`src/rtl/mem_stream_reader.sv`:
```
// Purpose : read-side master for a 1-cycle-latency single-port RAM; streams xfer_len
//           words from base_addr upward on a valid/ready interface.
// Latency : start edge -> RAM read issued next cycle -> s_valid two edges after start;
//           one word per cycle sustained while s_ready is held high.
// Backpres: a 2-entry skid FIFO plus a credit check on reads; s_ready low stalls
//           reads once FIFO + in-flight read would reach 2. s_data is held until taken.
//
// Ports:
//   i_clk, i_reset        clock, asynchronous active-high reset
//   i_start               1-cycle request, only honoured in IDLE
//   i_base_addr           first word address, captured with i_start
//   i_xfer_len            word count, captured with i_start (0 is legal, >depth wraps)
//   o_busy                high while a transfer owns the RAM read port
//   o_done                1-cycle pulse after the last word is handed off
//   o_mem_rd_en           RAM read enable
//   o_mem_addr            RAM read address (read pointer register)
//   i_mem_d_out           RAM read data, valid the cycle after a read edge
//   o_s_valid             stream valid
//   i_s_ready             stream ready
//   o_s_data              stream data (FIFO head register)

module mem_stream_reader #(
    parameter int width   = 8,
    parameter int depth   = 256,
    parameter int addr_sz = 8,
    parameter int len_sz  = 9
) (
    input  logic               i_clk,
    input  logic               i_reset,
    input  logic               i_start,
    input  logic [addr_sz-1:0] i_base_addr,
    input  logic [len_sz-1:0]  i_xfer_len,
    output logic               o_busy,
    output logic               o_done,
    output logic               o_mem_rd_en,
    output logic [addr_sz-1:0] o_mem_addr,
    input  logic [width-1:0]   i_mem_d_out,
    output logic               o_s_valid,
    input  logic               i_s_ready,
    output logic [width-1:0]   o_s_data
);

    // ------------------------------------------------------------------
    // Constants
    // ------------------------------------------------------------------
    localparam logic [1:0] S_IDLE  = 2'd0;
    localparam logic [1:0] S_RUN   = 2'd1;
    localparam logic [1:0] S_DRAIN = 2'd2;

    localparam logic [addr_sz-1:0] ADDR_LAST = addr_sz'(depth - 1);
    localparam logic [addr_sz-1:0] ADDR_ONE  = addr_sz'(1);
    localparam logic [len_sz-1:0]  LEN_ONE   = len_sz'(1);
    localparam logic [1:0]         CNT_ONE   = 2'd1;

    // ------------------------------------------------------------------
    // Control registers
    // ------------------------------------------------------------------
    logic [1:0]         r_state;
    logic [addr_sz-1:0] r_rd_ptr;
    logic [len_sz-1:0]  r_issue_cnt;
    logic [len_sz-1:0]  r_accept_cnt;
    logic               r_inflight;
    logic               r_done;

    // ------------------------------------------------------------------
    // Output FIFO (2 entries) registers
    // ------------------------------------------------------------------
    logic [width-1:0]   r_fifo_mem [2];
    logic               r_fifo_wr_idx;
    logic               r_fifo_rd_idx;
    logic [1:0]         r_fifo_cnt;

    // ------------------------------------------------------------------
    // Combinational control
    // ------------------------------------------------------------------
    logic               w_fifo_empty;
    logic               w_push;
    logic               w_pop;
    logic [2:0]         w_fill;
    logic               w_rd_en;
    logic               w_start_run;
    logic               w_start_zero;
    logic               w_last_pop;
    logic [addr_sz-1:0] w_rd_ptr_nxt;

    assign w_fifo_empty = (r_fifo_cnt == 2'd0);
    assign w_push       = r_inflight;
    assign w_pop        = ~w_fifo_empty & i_s_ready;

    // Occupancy the FIFO would have after this edge if no new read were issued:
    // stored words, plus the read already in flight, minus a word leaving now.
    // A new read is only allowed when that leaves room for its data.
    assign w_fill  = {1'b0, r_fifo_cnt} + {2'b00, r_inflight} - {2'b00, w_pop};
    assign w_rd_en = (r_state == S_RUN) & (r_issue_cnt != '0) & (w_fill < 3'd2);

    assign w_start_run  = (r_state == S_IDLE) & i_start & (i_xfer_len != '0);
    assign w_start_zero = (r_state == S_IDLE) & i_start & (i_xfer_len == '0);

    // The last word can only leave in DRAIN: issue_cnt reaches 0 on the edge of
    // the final read, at least two edges before that word can be handed off.
    assign w_last_pop = (r_state == S_DRAIN) & w_pop & (r_accept_cnt == LEN_ONE);

    // Explicit wrap keeps non-power-of-two depths in range.
    assign w_rd_ptr_nxt = (r_rd_ptr == ADDR_LAST) ? '0 : (r_rd_ptr + ADDR_ONE);

    // ------------------------------------------------------------------
    // Transfer FSM, read pointer and counters
    // ------------------------------------------------------------------
    always_ff @(posedge i_clk or posedge i_reset) begin
        if (i_reset) begin
            r_state      <= S_IDLE;
            r_rd_ptr     <= '0;
            r_issue_cnt  <= '0;
            r_accept_cnt <= '0;
            r_inflight   <= 1'b0;
            r_done       <= 1'b0;
        end else begin
            r_inflight <= w_rd_en;
            r_done     <= w_start_zero | w_last_pop;

            case (r_state)
                S_IDLE: begin
                    if (w_start_run) begin
                        r_state      <= S_RUN;
                        r_rd_ptr     <= i_base_addr;
                        r_issue_cnt  <= i_xfer_len;
                        r_accept_cnt <= i_xfer_len;
                    end
                end

                S_RUN: begin
                    if (w_rd_en) begin
                        r_rd_ptr    <= w_rd_ptr_nxt;
                        r_issue_cnt <= r_issue_cnt - LEN_ONE;
                        if (r_issue_cnt == LEN_ONE) begin
                            r_state <= S_DRAIN;
                        end
                    end
                    if (w_pop) begin
                        r_accept_cnt <= r_accept_cnt - LEN_ONE;
                    end
                end

                S_DRAIN: begin
                    if (w_pop) begin
                        r_accept_cnt <= r_accept_cnt - LEN_ONE;
                    end
                    if (w_last_pop) begin
                        r_state <= S_IDLE;
                    end
                end

                default: begin
                    r_state <= S_IDLE;
                end
            endcase
        end
    end

    // ------------------------------------------------------------------
    // Output FIFO: data captured from the RAM the edge after a read.
    // The credit rule on w_rd_en means a push never meets a full FIFO
    // unless a pop happens on the same edge.
    // ------------------------------------------------------------------
    always_ff @(posedge i_clk or posedge i_reset) begin
        if (i_reset) begin
            r_fifo_mem[0] <= '0;
            r_fifo_mem[1] <= '0;
            r_fifo_wr_idx <= 1'b0;
            r_fifo_rd_idx <= 1'b0;
            r_fifo_cnt    <= 2'd0;
        end else begin
            if (w_push) begin
                r_fifo_mem[r_fifo_wr_idx] <= i_mem_d_out;
                r_fifo_wr_idx             <= ~r_fifo_wr_idx;
            end
            if (w_pop) begin
                r_fifo_rd_idx <= ~r_fifo_rd_idx;
            end
            case ({w_push, w_pop})
                2'b10:   r_fifo_cnt <= r_fifo_cnt + CNT_ONE;
                2'b01:   r_fifo_cnt <= r_fifo_cnt - CNT_ONE;
                default: r_fifo_cnt <= r_fifo_cnt;
            endcase
        end
    end

    // ------------------------------------------------------------------
    // Outputs
    // ------------------------------------------------------------------
    assign o_busy      = (r_state != S_IDLE);
    assign o_done      = r_done;
    assign o_mem_rd_en = w_rd_en;
    assign o_mem_addr  = r_rd_ptr;
    assign o_s_valid   = ~w_fifo_empty;
    // Head entry only changes on a pop, so data is stable while stalled.
    assign o_s_data    = r_fifo_mem[r_fifo_rd_idx];

endmodule

```
`config.mk`:
```
export PLATFORM = sky130hd
export DESIGN_NAME = mem_stream_reader
export DESIGN_NICKNAME = d
export VERILOG_FILES = /design/src/rtl/mem_stream_reader.sv
export SDC_FILE = /design/constraint.sdc
export NUM_CORES = 1
export LEC_CHECK = 0
export ABC_AREA = 1
export CAP_MARGIN = 0
export CORE_ASPECT_RATIO = 1.25
export CORE_UTILIZATION = 34
export CTS_CLUSTER_DIAMETER = 200
export DETAILED_ROUTE_END_ITERATION = 12
export PLACE_DENSITY_LB_ADDON = 0.05
export SLEW_MARGIN = 20
export SYNTH_ARGS = -nofsm -noshare
export SYNTH_HDL_FRONTEND = slang
export SYNTH_SLANG_ARGS = --single-unit
```
`constraint.sdc`:
```
create_clock -name i_clk -period 2.2 [get_ports i_clk]
set_input_delay 0.44 -clock i_clk [delete_from_list [all_inputs] [get_ports i_clk]]
set_output_delay 0.44 -clock i_clk [all_outputs]
set_load 0.02 [all_outputs]
```
# After elaboration in Yosys (flattened, before gate mapping)
# Index checks and enable logic that the tools add are counted.
# Widths: inputs -> output; s select.
dict set report word_totals {
  ff_bits 50
  inputBits 29
  out_inout_bits 20
  wordCells 83
}
dict set report classes {
  magnitude_cmp 4
  n_mux 21
  bitwise 14
  reduce_logical 14
  addsub 7
  n_eq_ne 12
}
# cell count
set op_table {}
lappend op_table {{$mux 8} 7}
lappend op_table {{$pmux 9 s2} 2}
lappend op_table {{$mux 9} 3}
lappend op_table {{$eq 9x1->1 const B} 2}
lappend op_table {{$reduce_bool 9->1} 2}
lappend op_table {{$sub 9x1->9 const B} 2}
lappend op_table {{$bwmux 16} 1}
lappend op_table {{$pmux 8 s2} 1}
lappend op_table {{$logic_not 9->1} 1}
lappend op_table {{$add 8x1->8 const B} 1}
lappend op_table {{$and 1x1->1} 8}
lappend op_table {{$demux 8 s1} 1}
lappend op_table {{$eq 8x8->1 const B} 1}
lappend op_table {{$mux 2} 4}
lappend op_table {{$reduce_bool 2->1} 4}
lappend op_table {{$ne 2x2->1 const B} 3}
lappend op_table {{$pmux 2 s3} 1}
lappend op_table {{$reduce_and 3->1} 2}
lappend op_table {{$eq 2x1->1 const B} 2}
lappend op_table {{$eq 2x2->1 const B} 2}
lappend op_table {{$ge 2x2->1 const B} 2}
lappend op_table {{$logic_not 2->1} 2}
lappend op_table {{$ne 2x1->1 const B} 2}
lappend op_table {{$not 1->2} 2}
lappend op_table {{other kinds (12)} 14}

# Logic depth before layout (Yosys ltp)
# Gate-level depths: netlist of the first run.
dict set report depth {
  ltp_word 8
  ltp_mapped 16
  ltp_nobuf 16
}

# Worst setup path before layout of the first run
# OpenSTA, ideal clock, no wires.
dict set report synth_path {
  path_kind {register to output}
  start {reg r_fifo_cnt[1]}
  end {out o_mem_rd_en}
  path_stages_with_launch 12
  arrival_time_ps 1853
  slack_ps -93
  path_cell_list {dfrtp_1 -> o21ai_1 -> inv_1 -> nand2_1 -> inv_1 -> fa_1 -> nand2_1 -> inv_1 -> nand2_1 -> nor2_1 -> o21ai_2 -> inv_1}
}
dict set report synth_between {
  elab_chain_cells 6
}
# element line_no
set synth_lines {}
lappend synth_lines {{start, declared} 71} ;# logic [1:0] r_fifo_cnt;
lappend synth_lines {{start signal, assigned} 181} ;# 2'b10: r_fifo_cnt <= r_fifo_cnt + CNT_ONE;
lappend synth_lines {{start signal, assigned} 182} ;# 2'b01: r_fifo_cnt <= r_fifo_cnt - CNT_ONE;
lappend synth_lines {{start signal, assigned} 183} ;# default: r_fifo_cnt <= r_fifo_cnt;
lappend synth_lines {{branches (longest 3 deep; another with $add 2x1->3)} n/a}
lappend synth_lines {{$sub 3x1->3 *} 93} ;# assign w_fill = {1'b0, r_fifo_cnt} + {2'b00, r_inflight} - {2'b00, w_pop};
lappend synth_lines {{$lt 3x2->1 *} 94} ;# assign w_rd_en = (r_state == S_RUN) & (r_issue_cnt != '0) & (w_fill < 3'd2);
lappend synth_lines {{$and 1x1->1 *} 94}
lappend synth_lines {{end, declared} 35} ;# output logic o_mem_rd_en,
# Every way passes the cells marked *.

# Final worst setup path of the first run
dict set report layout_path {
  start {reg r_fifo_cnt[0]}
  end {out o_mem_rd_en}
}
# The elaborated chain is that of the path after synthesis.

==> run metrics, run 1 <==
failing checks=negative setup slack; Worst Clk Skew=17.3 ps; setup violators final=20; Top FF cell, synth=dfrtp_1; Int Pwr=roughly 3.5 mW; fin util=47.2%; leakage power=2.08 nW; Worst path slowest cell=fa_1; Post-Syn Area per Cell=roughly 7.5 sq um; Clock power frac=roughly 9.0%; Die Span X=a little under 90 um; area share of the largest cell type after synthesis=41.0%; clk slew on worst S/H paths=roughly 110 ps; Rel. slew slack=63.6%; min Tclk post-route=~2500 ps; Worst Path Required=1760 ps; Peak VDD IR=0.686 mV; first-pass GRT wire length=12.7 mm; Combinational Power Share=about 64%; IO Count=49; Initial Utilization=35.1%; Pre-Repair DR Iteration Count=4; vias in the first global route=2701; Die H=108 um; vias per cell=4.60; Syn Inst Count=408; ant diodes=0; area leader, netlist=dfrtp_1; slowest cell delay on critical path=470 ps; status=complete, but fails checks; synthesis-stage register bit count=50; CP endpoint kind=primary output; top post-synthesis cells by count=130 x nand2_1, 50 x dfrtp_1, 44 x inv_1, 31 x nor2_1, 30 x o21ai_0; crit-path cells=o21ai_2 -> inv_1 -> nand2_2 -> buf_6 -> inv_2 -> fa_1 -> nand2_1 -> inv_1 -> nand2_1 -> nor2_2 -> o21ai_2 -> inv_2 -> buf_6; Place WS=-1010 ps; clk_lat worst skew=around 320 ps; number of antenna-violating nets in the routed design=0; critical path peak fanout=3; FMAX=392 MHz; Final GP Congestion=0.803; initial antenna violation count=0; CTS tree=built; NetSw=3.02 mW; Sink Count=50; initial DRC count=90; Worst-Margin Slew=547 ps; total global-route track usage=17.4%; core area=8700 sq um; Wirelength per Cell=12.4 um; Net Sw Frac=46.3%; Critical path buffers and inverters=6; Site Rows=38; Hold Path Class=input pin to asynchronous set/reset pin; Root Driver=clkbuf_8; total die area=roughly 9400 sq um; Synth-to-Final Area Change=34.4%; sequential area share after synthesis=41.0%; H-tree depth=2; Pins Over Slew Limit=0; hold buffers post-CTS=0; ys async rst share=100%; Buffers on Ports=48; total number of yosys warnings=0; Final Hold Viols=0; number of buffers created by CTS=5; Synth Cell Area=about 3100 sq um; Final nets=approximately 520; share of cells above drive strength 1=between 10% and 20%; Post-Syn Nets=448; MaxCap Viol Count=0; CTS Buffer Depth=2; Post-Route WL=7.43 mm; number of fill cells=899; setup ws final=-350 ps; count of cell types in the netlist=38; RSZ-0062 raised after global routing=yes; Worst Setup Start Kind=flip-flop; total power per unit cell area=roughly 1600 nW/um^2; final period utilization=116%; DP HPWL=around 5.4 mm; Synth area leaders=dfrtp_1 41%, nand2_1 16%, inv_1 5.4%; largest net degree at the start of global routing=36; most frequent cell after synthesis=nand2_1; CP Data Arrival Time=about 2100 ps; critical path class=flip-flop to primary output; via count=2749; DRC violations left=0; Reg power frac=27.5%; total gr overflow=0; Crit path max-delay family=adder cells; number of flops mapped to enable cells by yosys=0
layer usage:
layer	share of wire (%)	vias up	GRT usage (%)
met1	44	1275	21.1
met5	0	-	0
met4	1.2	0	5.00
met3	2.5	5	2.60
li1	-	1429	-
met2	52	40	31.9
stage by stage:
step | cells | area [sq um] | hold WS, ps | setup TNS [ps] | total power [mW]
5_1_grt | 597 | 4100 | 452 | -5500 | 7.14
3_5_place_dp | 582 | 3800 | 471 | -13470 | 5.51
6_report | 597 | 4100 | 437 | -2740 | 6.52
2_1_floorplan | 408 | 3060 | 448 | 0 | 4.20
4_1_cts | 597 | 4050 | 448 | -3260 | 6.51
3_3_place_gp | 582 | 3800 | 461 | -12450 | 5.48
path summary, 6_finish.rpt:
| kind | depth (start not counted) | start | endpoint | slack [ps] |
|---|---|---|---|---|
| worst max-delay path | 13 | r_fifo_cnt[0] | o_mem_rd_en | -350 |
| worst min-delay path | 3 | i_reset | r_fifo_mem[1] | 440 |
| worst max register to register | 17 | r_fifo_cnt[0] | r_issue_cnt[6] | -150 |
| worst min register to register | 2 | r_fifo_mem[7] | r_fifo_mem[7] | 490 |
| max in group asynchronous | 3 | i_reset | r_fifo_rd_idx | 1300 |
| min in group i_clk | 2 | r_fifo_mem[7] | r_fifo_mem[7] | 490 |
worst reg2reg max path: stages (launching register included):
cell and delay [ps]:
dfrtp_1 430, o21ai_2 160, inv_1 70, nand2_2 80
buf_6 100, inv_2 30, fa_1 470, nand2_1 50
inv_1 40, nand2_1 50, nor2_2 90, o21ai_2 70
buf_4 140, nand2_4 80, nand2_8 100, buf_12 180
nand2_2 50, o21ai_1 50
final cells by class:
type	instances	area, sq um	share of cell area, %
clock inverter	3	23.8	0.579
clock buffer	5	68.8	1.68
timing repair buffer	73	761	18.5
sequential	50	1250	30.5
tap	120	150	3.66
inverter	48	183	4.45
multi-input combinational	298	1670	40.6
power groups by stage:
stage	registers (mW)	logic (mW)	clock network, mW
6_report	1.79	4.14	0.584
5_1_grt	1.86	4.63	0.651
4_1_cts	1.78	4.12	0.617
3_5_place_dp	1.79	3.72	0
3_3_place_gp	1.78	3.69	0
2_1_floorplan	1.76	2.45	0
cells by family (layout without fill, tap and decap cells):
group,count (synthesis),in the layout,synth area share [%]
AOI/OAI and AO/OA,69,69,13.2
xor gates and xnor gates,6,6,1.72
and+or+nand+nor,203,203,27.7
buffers and inverters,60,129,8.40
DFF,50,50,41.0
adders and majority gates,11,11,4.75
muxes,9,9,3.28
placed cells by master, fill, tap and decap left out, types with 2 or more instances in the layout:
| master | instances |
|---|---|
| inv_1 | 41 |
| o21ai_0 | 27 |
| clkbuf_8 | 5 |
| nor2_2 | 2 |
| o21bai_1 | 3 |
| xor2_1 | 4 |
| o21ai_1 | 15 |
| a21boi_0 | 2 |
| xnor2_1 | 2 |
| dfrtp_1 | 49 |
| nand2_1 | 115 |
| dlymetal6s2s_1 | 6 |
| clkdlybuf4s50_1 | 39 |
| nand4_1 | 2 |
| nand2_4 | 12 |
| or2_2 | 3 |
| nand3_1 | 22 |
| buf_6 | 4 |
| clkinvlp_4 | 2 |
| a21oi_1 | 6 |
| o21ai_2 | 10 |
| buf_4 | 16 |
| dlygate4sd2_1 | 2 |
| nand3b_1 | 2 |
| nand2_2 | 11 |
| inv_2 | 5 |
| ha_1 | 10 |
| mux2_2 | 8 |
| buf_12 | 4 |
| nor2_1 | 30 |
flip-flops by register name (all words and copies together) (netlist names):
signal	count
o_done	1
r_fifo_rd_idx	1
r_fifo_wr_idx	1
r_fifo_cnt	2
r_issue_cnt	9
r_accept_cnt	9
r_fifo_mem	16
r_inflight	1
r_state	2
o_mem_addr	8
timing repair:
item / CTS / global route
pin swaps: 15 / 5
endpoints found under the setup margin: 29 / 26
setup buffers: 6 / 0
gates resized for setup: 38 / 16
gates cloned: 1 / 0
Note: power is estimated with default switching activity, not from simulation.
==> run 2: changes to the inputs <==
- CORE_UTILIZATION: 34 -> 25
- clock period: 2.2 -> 2.7 ns (I/O delays scaled with it)
==> run 2 against run 1 <==
The run now ends clean. Sequential cell count did not move. Register-to-register slack improved by 410 ps. Cell count rose by 5.4%. Die area rose by 35%. First-iteration DRC count fell by 20%. Design area fell by 2.3%. Non-clock buffer count fell by 9. Largest power group unchanged.
==> run metrics, run 2 (synthesis gave the netlist of run 1 again) <==
status=finished, final reports clean; initial DRC count=72; Hold Path Class=flip-flop to flip-flop; leakage power=between 1.5 and 2 nW; setup violators final=0; clk_lat worst skew=300 ps; Site Rows=44; max reg flops=16; vias in the first global route=2647; ant diodes=0; critical path depth=13; total global-route track usage=13.3%; Critical path buffers and inverters=6; CP endpoint kind=primary output; MaxCap Viol Count=0; Buffers on Ports=48; Worst Setup SP=r_fifo_cnt[0]; setup ws final=84.0 ps; largest net degree at the start of global routing=41; min Tclk post-route=between 2000 and 3000 ps; most frequent cells in the layout=129 x nand2_1, 50 x dfrtp_1, 46 x clkdlybuf4s50_1, 40 x inv_1, 30 x nor2_1; Wirelength per Cell=12.6 um; CTS tree=built; total die area=between 10000 and 15000 sq um; Initial Utilization=25.9%; Root Driver=clkbuf_16; FMAX=382 MHz; critical path class=flip-flop to primary output; number of antenna-violating nets in the routed design=0; via count=2685; Critical Path Sink=o_mem_rd_en; total gr overflow=0; final period utilization=96.9%; initial antenna violation count=0; number of buffers created by CTS=5; largest registers=r_fifo_mem x16, r_accept_cnt x9, r_issue_cnt x9; Worst Clk Skew=a little over 8 ps; Final Hold Viols=0; first-pass GRT wire length=13.1 mm; RSZ-0062 raised after global routing=yes; Worst-Margin Slew=just over 600 ps; most common cell after layout, fill and taps aside=nand2_1; reg2reg end=r_state[0]; Synth-to-Final Area Change=31.3%; H-tree depth=2; hold buffers post-CTS=0; fin util=between 30% and 40%; clk slew on worst S/H paths=80 ps; worst r2r src=r_fifo_cnt[0]; share of cells above drive strength 1=approximately 14%; Biggest register=r_fifo_mem; vias per cell=4.27; Die Span X=101 um; Sink Count=50; Final nets=between 500 and 600; DP HPWL=approximately 5.7 mm; Final GP Congestion=0.747; CTS Buffer Depth=2; core area=11800 sq um; Place WS=-744 ps; critical path peak fanout=3; Pins Over Slew Limit=0; Peak VDD IR=0.405 mV; total power per unit cell area=~1300 nW/um^2; Worst Path Required=between 2000 and 2500 ps; CP Data Arrival Time=2080 ps; Worst path slowest cell=fa_1; Rel. slew slack=59.8%; reg2reg setup slack=260 ps; crit-path cells=o21ai_2 -> inv_1 -> nand2_2 -> buf_6 -> inv_2 -> fa_1 -> nand2_1 -> inv_1 -> nand2_1 -> nor2_2 -> o21ai_2 -> inv_2 -> buf_6; slowest cell delay on critical path=between 400 and 500 ps; Crit path max-delay family=adder cells; Die H=126 um; Worst R2R Path Depth=18; IO Count=49; Worst Setup Start Kind=flip-flop; Post-Route WL=7.91 mm; Pre-Repair DR Iteration Count=4; DRC violations left=0
-- run 2: cell types whose count changed in the layout (fill, tap and decap cells not counted), moves of 3 or more --
cell and delta:
clkbuf_8 -5, nand2_4 -11, nand2_2 -3, clkbuf_16 +6
clkdlybuf4s50_1 +7, dlymetal6s2s_1 -6, buf_4 -5, nand2_1 +14
-- run 2: worst min path at each step --
stage	from	endpoint	slack (ps)	cells after the start
floorplan	r_fifo_mem[0]	r_fifo_mem[0]	450	2
global placement	r_fifo_mem[3]	r_fifo_mem[3]	460	2
detailed placement	r_fifo_mem[5]	r_fifo_mem[5]	470	2
CTS	r_fifo_mem[5]	r_fifo_mem[5]	490	2
global route	r_fifo_mem[5]	r_fifo_mem[5]	510	2
finish	r_fifo_mem[10]	r_fifo_mem[10]	490	2
-- run 2: layout make-up --
| cell class | count | area, sq um |
|---|---|---|
| Clock buffer | 5 | 125 |
| Clock inverter | 3 | 23.8 |
| Fill cell | 1296 | 7770 |
| Inverter | 48 | 180 |
| Multi-Input combinational cell | 298 | 1570 |
| Sequential cell | 50 | 1250 |
| Tap cell | 161 | 201 |
| Timing Repair Buffer | 64 | 656 |
-- run 2: stage by stage --
step                TNS [ps]  power, mW  hold slack (ps)  cells  cell area (sq um)
detailed placement     -5490       4.40              471    618               3790
CTS                   -0.569       5.16              491    628               3980
global placement       -4670       4.40              462    618               3790
floorplan                  0       3.42              448    408               3050
global route           -77.3       5.68              506    629               4010
finish                     0       5.17              488    629               4010
-- run 2: power breakdown --
| part | switching, mW | internal, mW | leakage, nW |
|---|---|---|---|
| combinational | 1.70 | 1.35 | 1.26 |
| sequential | 0.339 | 1.12 | 0.621 |
| clock | 0.315 | 0.348 | 0.0664 |
-- run 2: metal layers --
layer | routed length, um | GRT usage, %
met1 | 3720 | 17.6
met2 | 3780 | 21.6
met3 | 261 | 2.12
met4 | 156 | 4.77
met5 | 0 | 0
-- run 2: repair_timing --
action | in CTS | in global routing
resized for setup | 15 | 7
pin swaps | 4 | 2
cloned | 0 | 1
setup endpoints to repair | 1 | 19
setup buffers | 2 | 1
-- run 2: worst reg2reg max path, delay by kind of cell, from the launching register on --
kind / cells / cell delay (ps)
adder cells (fa/ha/maj): 1 / 470
buffers and inverters: 7 / 630
flip-flops: 1 / 420
AO/OA/AOI/OAI: 3 / 350
AND/OR/NAND/NOR: 7 / 470
==> run 3: changes to the inputs <==
- SKIP_CTS_REPAIR_TIMING: unset -> 1
==> run 3 against run 2 <==
First-iteration DRC count grew 28%. Critical path type unchanged. Design area fell by 1.2%. Clock skew is essentially flat. Worst hold slack about the same. Clock-buffer cell count unchanged. Cell count shrank 0.48%. Clock power hardly changed. Routed wire length shrank 1.0%. Core utilization decreased by 0.39 points. Total power decreased by 2.2%. Sequential cell count is the same. Critical endpoint unchanged. Combinational power fell by 4%.
==> run metrics, run 3 (synthesis gave the netlist of run 1 again) <==
WL met3=257 um; DP HPWL=5.73 mm; Wirelength per Cell=about 13 um; Peak VDD IR=roughly 0.42 mV; total power per unit cell area=1270 nW/um^2; status=finished, final reports clean; RSZ-0062 raised after global routing=yes; Worst Path Required=~2200 ps; CP endpoint kind=primary output; Net Sw Frac=45.7%; most frequent cells in the layout=129 x nand2_1, 50 x dfrtp_1, 46 x clkdlybuf4s50_1, 41 x inv_1, 30 x nor2_1; clk_lat worst skew=300 ps; Pins Over Slew Limit=0; critical path class=flip-flop to primary output; initial antenna violation count=0; highest metal used=met4; Post-Route WL=7.83 mm; final period utilization=98.1%; Die Span X=101 um; NetSw=between 2 and 2.5 mW; Die H=approximately 130 um; Initial Utilization=25.9%; H-tree depth=2; Combinational Power Share=between 50% and 60%; Sink Count=50; setup violators final=0; fin util=33.6%; IO Count=49; Final Hold Viols=0; number of buffers created by CTS=5; first-pass GRT wire length=roughly 13 mm; Site Rows=44; number of antenna-violating nets in the routed design=0; core area=11800 sq um; via count=2675; largest net degree at the start of global routing=41; total gr overflow=0; total global-route track usage=roughly an eighth; Root Driver=clkbuf_16; Buffers on Ports=48; MaxCap Viol Count=0; CTS Buffer Depth=2; Clock power frac=13.1%; Setup Total Neg Slack=0 ps; Pre-Repair DR Iteration Count=4; initial DRC count=92; vias in the first global route=2634; Int Pwr=2.74 mW; met2 WL=3.69 mm; Worst-Margin Slew=a little over 600 ps; FMAX=about 380 MHz; ant diodes=0; most common cell after layout, fill and taps aside=nand2_1; Final GP Congestion=0.747; Rel. slew slack=59.8%; max reg flops=16; DRC violations left=0; WL met1=around 3.7 mm; total die area=roughly 13000 sq um; CTS tree=built; Reg power frac=28.8%; Biggest register=r_fifo_mem; Worst Setup Start Kind=flip-flop; post-route cell area=a little under 4000 sq um; vias per cell=4.27; Worst Clk Skew=7.89 ps; leakage power=1.93 nW; Synth-to-Final Area Change=29.8%; min Tclk post-route=2650 ps; dpl cell area=3790 sq um; share of cells above drive strength 1=13.1%; critical path peak fanout=3; CP Data Arrival Time=between 2000 and 2500 ps; Hold Path Class=flip-flop to flip-flop; Final nets=504; largest registers=r_fifo_mem x16, r_accept_cnt x9, r_issue_cnt x9; clk slew on worst S/H paths=~80 ps
==> run 3: changes by cell type in the layout (fill, tap and decap cells not counted) <==
cell	change
o21ai_1	-2
nand2_2	+1
dlymetal6s2s_1	+1
nand2_8	-1
inv_2	-1
inv_1	+1
o21ai_0	+2
clkbuf_16	-1
clkbuf_2	-1
buf_4	-2
==> run 3: layout make-up <==
cell class              count  area [sq um]
clock inverters             3          23.8
clock buffers               5           125
well taps                 161           201
flip-flops and latches     50          1250
multi-input cells         298          1560
fillers                  1302          7820
repair buffers             61           623
inverters                  48           180
==> run 3: metal layers <==
metal / global-route usage [%] / up-vias
li1: - / 1403
met1: 17.7 / 1211
met2: 21.6 / 51
met3: 2.12 / 10
met4: 4.77 / 0
met5: 0 / -
==> run 3: worst paths after layout <==
| check | startpoint | endpoint | slack (ps) | cells after the start |
|---|---|---|---|---|
| max | r_fifo_cnt[0] | o_mem_rd_en | 50 | 13 |
| max in group asynchronous | i_reset | r_fifo_mem[11] | 1680 | 3 |
| min | r_fifo_mem[10] | r_fifo_mem[10] | 490 | 2 |
| max reg2reg | r_fifo_cnt[0] | r_issue_cnt[5] | 320 | 17 |
| min reg2reg | r_fifo_mem[10] | r_fifo_mem[10] | 490 | 2 |
| min in group asynchronous | i_reset | r_accept_cnt[5] | 510 | 2 |
==> run 3: worst max-delay path: stages, from the launching register on <==
cell and delay (ps):
dfrtp_1 420, o21ai_2 160, inv_1 70, nand2_2 70
buf_6 100, inv_2 30, fa_1 470, nand2_1 50
inv_1 50, nand2_1 50, nor2_2 110, o21ai_2 70
inv_2 60, buf_6 110
==> run 3: power by group through the flow <==
stage | clock [mW] | sequential (mW) | combinational (mW)
5_1_grt | 0.723 | 1.50 | 3.33
6_report | 0.664 | 1.46 | 2.93
4_1_cts | 0.700 | 1.45 | 2.95
2_1_floorplan | 0 | 1.43 | 1.99
3_5_place_dp | 0 | 1.46 | 2.94
3_3_place_gp | 0 | 1.46 | 2.94
==> run 3: metrics by stage <==
stage / cells / hold slack, ps / power [mW] / worst slack [ps]
floorplan: 408 / 448 / 3.42 / 234
global placement: 618 / 462 / 4.40 / -707
detailed placement: 618 / 471 / 4.40 / -744
CTS: 626 / 491 / 5.11 / -760
global route: 626 / 506 / 5.56 / -112
finish: 626 / 488 / 5.05 / 52.0
